**src/rtl/spi_slave_pkg.sv**
```systemverilog
// Shared types and constants for the oversampled SPI slave.
package spi_slave_pkg;

    typedef enum logic {IDLE, SHIFT} state_t;

    // SPI modes encoded as {CPOL, CPHA}
    localparam logic [1:0] MODE0 = 2'b00;
    localparam logic [1:0] MODE1 = 2'b01;
    localparam logic [1:0] MODE2 = 2'b10;
    localparam logic [1:0] MODE3 = 2'b11;

    localparam int SYNC_STAGES = 2;

endpackage

```
**src/rtl/sync_fifo.sv**
```systemverilog
// Single-clock FIFO with fill counter; a push into a full FIFO succeeds only
// when a pop happens in the same cycle.
module sync_fifo
    import spi_slave_pkg::*;
#(
    parameter int WIDTH = 8,
    parameter int DEPTH = 8
) (
    input  logic                     clk,
    input  logic                     resetn,
    input  logic                     push,
    input  logic [WIDTH-1:0]         wdata,
    input  logic                     pop,
    output logic [WIDTH-1:0]         rdata,
    output logic                     full,
    output logic                     empty,
    output logic [$clog2(DEPTH):0]   count
);

    localparam int AW = $clog2(DEPTH);
    localparam int CW = AW + 1;

    logic [WIDTH-1:0] mem [DEPTH];
    logic [AW-1:0]    wr_ptr;
    logic [AW-1:0]    rd_ptr;
    logic             do_push;
    logic             do_pop;

    assign empty   = (count == '0);
    assign full    = (count == CW'(DEPTH));
    assign do_pop  = pop && !empty;
    assign do_push = push && (!full || do_pop);
    assign rdata   = empty ? '0 : mem[rd_ptr];

    // NOTE: storage is deliberately not reset; validity comes from the count, and rdata is masked while empty.
    always_ff @(posedge clk) begin
        if (do_push) mem[wr_ptr] <= wdata;
    end

    always_ff @(posedge clk) begin
        if (!resetn) begin
            wr_ptr <= '0;
            rd_ptr <= '0;
            count  <= '0;
        end else begin
            if (do_push) wr_ptr <= wr_ptr + AW'(1);
            if (do_pop)  rd_ptr <= rd_ptr + AW'(1);
            if (do_push && !do_pop)      count <= count + CW'(1);
            else if (do_pop && !do_push) count <= count - CW'(1);
        end
    end

endmodule

```
**src/rtl/spi_slave_fifo.sv**
```systemverilog
// Full-duplex SPI slave, all pins oversampled in clk, with RX/TX FIFOs.
// Define SPI_SLAVE_LSB_FIRST_EN to shift both lines LSB first.
module spi_slave_fifo
    import spi_slave_pkg::*;
#(
    parameter int              WIDTH    = 8,
    parameter int              RX_DEPTH = 8,
    parameter int              TX_DEPTH = 8,
    parameter int              CPOL     = 0,
    parameter int              CPHA     = 0,
    parameter logic [WIDTH-1:0] TX_IDLE = '1
) (
    input  logic             clk,
    input  logic             resetn,
    output logic [WIDTH-1:0] rx_data,
    output logic             rx_valid,
    input  logic             rx_rd,
    input  logic [WIDTH-1:0] tx_data,
    input  logic             tx_wr,
    output logic             tx_full,
    output logic             rx_ovf,
    output logic             tx_udf,
    input  logic             err_clr,
    output logic             busy,
    input  logic             ss,
    input  logic             sclk,
    input  logic             mosi,
    output logic             miso,
    output logic             miso_oe
);

    localparam int         CNT_W       = $clog2(WIDTH);
    localparam logic [1:0] MODE        = {1'(CPOL), 1'(CPHA)};
    localparam logic       IDLE_LVL    = (MODE == MODE2) || (MODE == MODE3);
    localparam logic       SAMPLE_LEAD = (MODE == MODE0) || (MODE == MODE2);

    logic [SYNC_STAGES-1:0] ss_sync;
    logic [SYNC_STAGES-1:0] mosi_sync;
    logic [SYNC_STAGES:0]   sclk_sync;
    logic                   ss_s, ss_prev, mosi_s;
    logic                   sclk_edge, lead_edge, sample_edge, shift_edge;

    state_t           state;
    logic [WIDTH-1:0] rx_sh, tx_sh, rx_next, tx_next;
    logic [CNT_W-1:0] bit_cnt;
    logic             push_q, skip_shift, udf_pend;
    logic             active, tx_load, word_done;
    logic [WIDTH-1:0] tx_head, load_word;
    logic             rx_full, rx_empty, tx_empty;

    logic [$clog2(RX_DEPTH):0] rx_count;
    logic [$clog2(TX_DEPTH):0] tx_count;
    logic                      unused_counts;

    assign ss_s        = ss_sync[SYNC_STAGES-1];
    assign mosi_s      = mosi_sync[SYNC_STAGES-1];
    assign sclk_edge   = sclk_sync[SYNC_STAGES] != sclk_sync[SYNC_STAGES-1];
    assign lead_edge   = sclk_edge && (sclk_sync[SYNC_STAGES] == IDLE_LVL);
    assign sample_edge = sclk_edge && (lead_edge == SAMPLE_LEAD);
    assign shift_edge  = sclk_edge && !sample_edge;

    assign active    = (state == SHIFT) && !ss_s;
    assign tx_load   = ((state == IDLE) && ss_prev && !ss_s) || (active && push_q);
    assign load_word = tx_empty ? TX_IDLE : tx_head;
    assign word_done = active && sample_edge && (bit_cnt == CNT_W'(WIDTH - 1));

`ifdef SPI_SLAVE_LSB_FIRST_EN
    assign rx_next = {mosi_s, rx_sh[WIDTH-1:1]};
    assign tx_next = {1'b0, tx_sh[WIDTH-1:1]};
    assign miso    = tx_sh[0];
`else
    assign rx_next = {rx_sh[WIDTH-2:0], mosi_s};
    assign tx_next = {tx_sh[WIDTH-2:0], 1'b0};
    assign miso    = tx_sh[WIDTH-1];
`endif

    assign busy          = (state == SHIFT);
    assign miso_oe       = busy;
    assign rx_valid      = !rx_empty;
    assign unused_counts = ^{rx_count, tx_count};

    always_ff @(posedge clk) begin
        if (!resetn) begin
            // ss held "asserted" through reset so a frame already in flight is ignored until ss cycles
            ss_sync    <= '0;
            ss_prev    <= 1'b0;
            mosi_sync  <= '0;
            sclk_sync  <= {(SYNC_STAGES + 1){IDLE_LVL}};
            state      <= IDLE;
            rx_sh      <= '0;
            tx_sh      <= '0;
            bit_cnt    <= '0;
            push_q     <= 1'b0;
            skip_shift <= 1'b0;
            udf_pend   <= 1'b0;
        end else begin
            ss_sync   <= {ss_sync[SYNC_STAGES-2:0], ss};
            mosi_sync <= {mosi_sync[SYNC_STAGES-2:0], mosi};
            sclk_sync <= {sclk_sync[SYNC_STAGES-1:0], sclk};
            ss_prev   <= ss_s;
            push_q    <= word_done;
            unique case (state)
                IDLE: begin
                    if (tx_load) begin
                        state      <= SHIFT;
                        tx_sh      <= load_word;
                        udf_pend   <= tx_empty;
                        skip_shift <= !SAMPLE_LEAD;
                        bit_cnt    <= '0;
                    end
                end
                SHIFT: begin
                    if (ss_s) begin
                        state      <= IDLE;
                        tx_sh      <= '0;
                        bit_cnt    <= '0;
                        udf_pend   <= 1'b0;
                        skip_shift <= 1'b0;
                    end else begin
                        // A fresh word already shows its first bit, so the next shift edge is swallowed
                        if (tx_load) begin
                            tx_sh      <= load_word;
                            udf_pend   <= tx_empty;
                            skip_shift <= 1'b1;
                        end else if (shift_edge) begin
                            if (skip_shift) skip_shift <= 1'b0;
                            else            tx_sh      <= tx_next;
                        end
                        if (sample_edge) begin
                            rx_sh    <= rx_next;
                            bit_cnt  <= word_done ? '0 : bit_cnt + CNT_W'(1);
                            udf_pend <= 1'b0;
                        end
                    end
                end
            endcase
        end
    end

    // Underflow counts once the idle word is actually clocked out, not when it is merely loaded
    always_ff @(posedge clk) begin
        if (!resetn) begin
            rx_ovf <= 1'b0;
            tx_udf <= 1'b0;
        end else begin
            if (push_q && rx_full && !rx_rd)       rx_ovf <= 1'b1;
            else if (err_clr)                      rx_ovf <= 1'b0;
            if (active && sample_edge && udf_pend) tx_udf <= 1'b1;
            else if (err_clr)                      tx_udf <= 1'b0;
        end
    end

    sync_fifo #(.WIDTH(WIDTH), .DEPTH(RX_DEPTH)) u_rx_fifo (
        .clk    (clk),
        .resetn (resetn),
        .push   (push_q),
        .wdata  (rx_sh),
        .pop    (rx_rd),
        .rdata  (rx_data),
        .full   (rx_full),
        .empty  (rx_empty),
        .count  (rx_count)
    );

    sync_fifo #(.WIDTH(WIDTH), .DEPTH(TX_DEPTH)) u_tx_fifo (
        .clk    (clk),
        .resetn (resetn),
        .push   (tx_wr && !tx_full),
        .wdata  (tx_data),
        .pop    (tx_load),
        .rdata  (tx_head),
        .full   (tx_full),
        .empty  (tx_empty),
        .count  (tx_count)
    );

endmodule

```
**config.mk**
```make
export PLATFORM = sky130hd
export DESIGN_NAME = spi_slave_fifo
export DESIGN_NICKNAME = d
export VERILOG_FILES = /design/src/rtl/spi_slave_pkg.sv /design/src/rtl/sync_fifo.sv /design/src/rtl/spi_slave_fifo.sv
export SDC_FILE = /design/constraint.sdc
export NUM_CORES = 1
export LEC_CHECK = 0
export ABC_CLOCK_PERIOD_IN_PS = 7900
export CAP_MARGIN = 25
export CORE_MARGIN = 5
export CORE_UTILIZATION = 65
export CTS_BUF_LIST = sky130_fd_sc_hd__clkbuf_8
export CTS_CLUSTER_DIAMETER = 80
export DETAILED_ROUTE_END_ITERATION = 7
export GPL_TIMING_DRIVEN = 0
export HOLD_SLACK_MARGIN = 0.06
export PLACE_DENSITY = 0.84
export REMOVE_ABC_BUFFERS = 1
export SYNTH_ARGS = -nofsm -noshare
export SYNTH_HDL_FRONTEND = slang
export SYNTH_HIERARCHICAL = 1
export SYNTH_SLANG_ARGS = --single-unit
```
**constraint.sdc**
```tcl
create_clock -name clk -period 7.9 [get_ports clk]
set_input_delay 1.58 -clock clk [delete_from_list [all_inputs] [get_ports clk]]
set_output_delay 1.58 -clock clk [all_outputs]
set_load 0.05 [all_outputs]
```
==> metrics.md <==
| Metric | Value |
|---|---|
| Final Hold Vio Count | `0` |
| Post-synth cell types | `51` |
| Number of enable flip-flop cells after synthesis | `approximately 130` |
| Clk_skew | `between 0.01 and 0.015 ns` |
| CTS H-Tree Depth | `4` |
| Worst hold start | `mosi_sync[0]` |
| Grt met2 use | `a little over a third` |
| Sw Pwr | `~760 uW` |
| Clk buf depth | `2` |
| # Post-CTS Setup Buffers | `0` |
| Vias per cell | `about 6` |
| Cells after Synth | `about 520` |
| GR peak layer | `met2` |
| Buf/Inv on CP | `2` |
| Critical Path AT | `2.77 ns` |
| CP Class | `reg -> out` |
| Critical path required time | `~6.3 ns` |
| FMAX | `230 MHz` |
| Hold WC Path Type | `reg -> reg` |
| Area leader, netlist | `edfxtp_1` |
| Multi-input gate area | `around 2500 um2` |
| Core Area | `roughly 12,000 um2` |
| Wirelength per Cell | `roughly 19 um` |
| Root Buffer | `clkbuf_8` |
| Die area | `around 14,000 um2` |
| First-pass GRT wire length | `approximately 22,000 um` |
| Slew Viols, Final | `0` |
| Die height | `between 100 and 150 um` |
| Final-layout fill cell count | `730` |
| CTS Hold Bufs | `0` |
| Pwr dens | `about 290 nW/um2` |
| Iteration-0 DRC Markers | `324` |
| Worst-Skew Late Latency | `0.45 ns` |
| Largest net degree at the start of global routing | `60` |
| Ant diodes | `0` |
| Port bufs | `30` |
| Fraction of registers with async set or reset after synthesis | `0%` |
| Post-DP Area | `about 8000 um2` |
| Final instance area | `roughly 8600 um2` |
| MaxCap Viol Count | `0` |
| Total Power | `roughly 2.5 mW` |
| Max-slew headroom | `about a third` |
| Reg power frac | `about 47%` |
| Internal power | `between 1.5 and 2 mW` |
| Overall Global Routing Usage | `~20%` |
| CP Cell Sequence | `buf_16 > mux4_2 > mux2i_1 > nor2_1 > clkdlybuf4s50_1` |
| CP startpoint kind | `flip-flop` |
| Syn. warnings | `6` |
| Area growth syn-to-layout | `11.0%` |
| Cts bufs inserted | `17` |
| CP Max Fanout | `11` |
| Sw frac | `30.8%` |
| Top cell family by delay on the critical path | `buffers and inverters` |
| Top_reg_cell synth | `edfxtp_1` |
| Final WS setup | `about 3.6 ns` |
| Nets | `approximately 580` |
| # IOs | `31` |
| Clock transition at path regs | `around 0.090 ns` |
| Grt met3 use | `3.98%` |
| Die X-Extent | `~120 um` |
| VDD IR-drop max | `approximately 0.23 mV` |
| Setup TNS | `0 ns` |
| Clock power share | `between 20% and 30%` |
| Hold slack | `approximately 0.44 ns` |
| Total routed wirelength | `13,200 um` |
| Ranking of synthesized cells by area | `edfxtp_1 50%, dfxtp_1 15%, mux4_2 9.3%` |
| Commonest non-fill, non-tap cells in the layout | `128 x edfxtp_1, 59 x dfxtp_1, 35 x nor2_1` |
| Post-Layout Cell Count | `between 700 and 800` |
| RSZ-0062 raised after global routing | `no` |
| Dpl hpwl | `slightly below 9000 um` |
| Routing usage on met1 | `roughly 25%` |
| Critical R2R Launch | `busy` |
| Register area | `about 5000 um2` |
| Worst path max stage delay | `roughly 0.7 ns` |
| Total congestion overflow | `0` |
| Outcome | `finished, final reports clean` |
| Setup crit end kind | `output pin` |
| Combinational fraction of design power | `between 20% and 30%` |
| Final GP Congestion | `0.777` |
| Final core utilization | `about three quarters` |
| Seq/Total Area, Yosys | `roughly two thirds` |
| CP max stage cell | `clkdlybuf4s50_1` |
| Initial Util | `~67%` |
| Leakage | `around 2.9 nW` |
| CTS tree | `done` |
| DR vias | `approximately 4,200` |
| Actual slew at the worst max-slew pin | `0.972 ns` |
| Initial antenna violation count | `0` |
| Initial DRT Pass Iterations | `4` |
| Final Cycle Share | `55.0%` |
| Cell area after synthesis | `between 7000 and 8000 um2` |
| CTS Sinks | `approximately 190` |
| Syn Area/Cell | `14.9 um2` |
| Final setup fails | `0` |
| Commonest non-fill, non-tap cell in the layout | `edfxtp_1` |
| Post-route ant nets | `0` |
| Layout cells sized above 1 | `roughly 16%` |
| Cell count after placement | `about 670` |
| Row count | `39` |
| Number of global-route vias before repair | `roughly 4,300` |
| Worst slack at placement | `4.00 ns` |
| Top cell type's share of synthesized area | `approximately half` |
| DR DRC count | `0` |
| Crit path time final | `about 4.3 ns` |
| Post-CTS Resized | `0` |
| Seq cells post-synth | `roughly 190` |
power groups by stage:
stage / clock network, mW / logic, mW / registers, mW
floorplan: 0 / 0.467 / 1.17
global placement: 0 / 0.609 / 1.18
detailed placement: 0 / 0.685 / 1.18
CTS: 0.658 / 0.688 / 1.16
global route: 0.698 / 0.739 / 1.16
finish: 0.643 / 0.684 / 1.15
registers in the layout (all words and copies together), names as in the netlist, 4 cells and up, named ones only:
name             count
u_tx_fifo/mem       64
rx_sh                8
u_rx_fifo/mem       64
u_rx_fifo/count      4
u_tx_fifo/count      4
tx_sh                8
cell families (layout without fill, tap and decap cells):
family / Yosys count / count (layout) / share of synthesized area [%]
compound gates: 65 / 65 / 6.35
xor+xnor: 10 / 10 / 1.13
fa+ha+maj: 14 / 14 / 2.46
mux: 56 / 56 / 12.4
buf+inv: 40 / 82 / 2.48
flops: 187 / 187 / 65.1
simple gates: 146 / 146 / 10.0
worst register-to-register path: cells and delay by family, from the launching register on:
family                   cells  cell delay [ns]
AO/OA/AOI/OAI                3             0.53
AND/OR/NAND/NOR              2             0.60
buffers and inverters        1             0.14
adder cells (fa/ha/maj)      2             0.54
multiplexers                 2             0.35
flip-flops                   1             0.90
cell type report:
class	count	share of cell area (%)
Clock buffer	21	3.37
Clock inverter	11	1.55
Inverter	11	0.482
Multi-Input combinational cell	291	29.4
Sequential cell	187	58.6
Tap cell	143	2.09
Timing Repair Buffer	39	4.53
routing by layer:
metal | share of wire (%) | wire (um)
met1 | 41 | 5440
met2 | 54 | 7080
met3 | 3.3 | 439
met4 | 1.8 | 234
met5 | 0 | 0
synth_stat cells (8+ instances only):
| library cell | instances |
|---|---|
| nand2_1 | 32 |
| edfxtp_1 | 128 |
| mux2i_1 | 24 |
| mux4_2 | 32 |
| clkbuf_1 | 12 |
| nor2b_1 | 14 |
| inv_1 | 8 |
| dfxtp_1 | 59 |
| xnor2_1 | 10 |
| ha_1 | 12 |
| a21boi_1 | 12 |
| nand2b_1 | 8 |
| nor2_1 | 35 |
| o21ai_0 | 10 |
| and2_1 | 22 |
| nand3b_1 | 8 |
final timing paths:
check                       end  slack, ns  depth (start not counted)
max reg2reg  u_tx_fifo/count[3]       4.78                         10
max                  rx_data[5]       3.55                          5
min reg2reg        mosi_sync[1]       0.44                          1
min                mosi_sync[1]       0.44                          1
No activity file was read; power rests on OpenSTA's default activity.
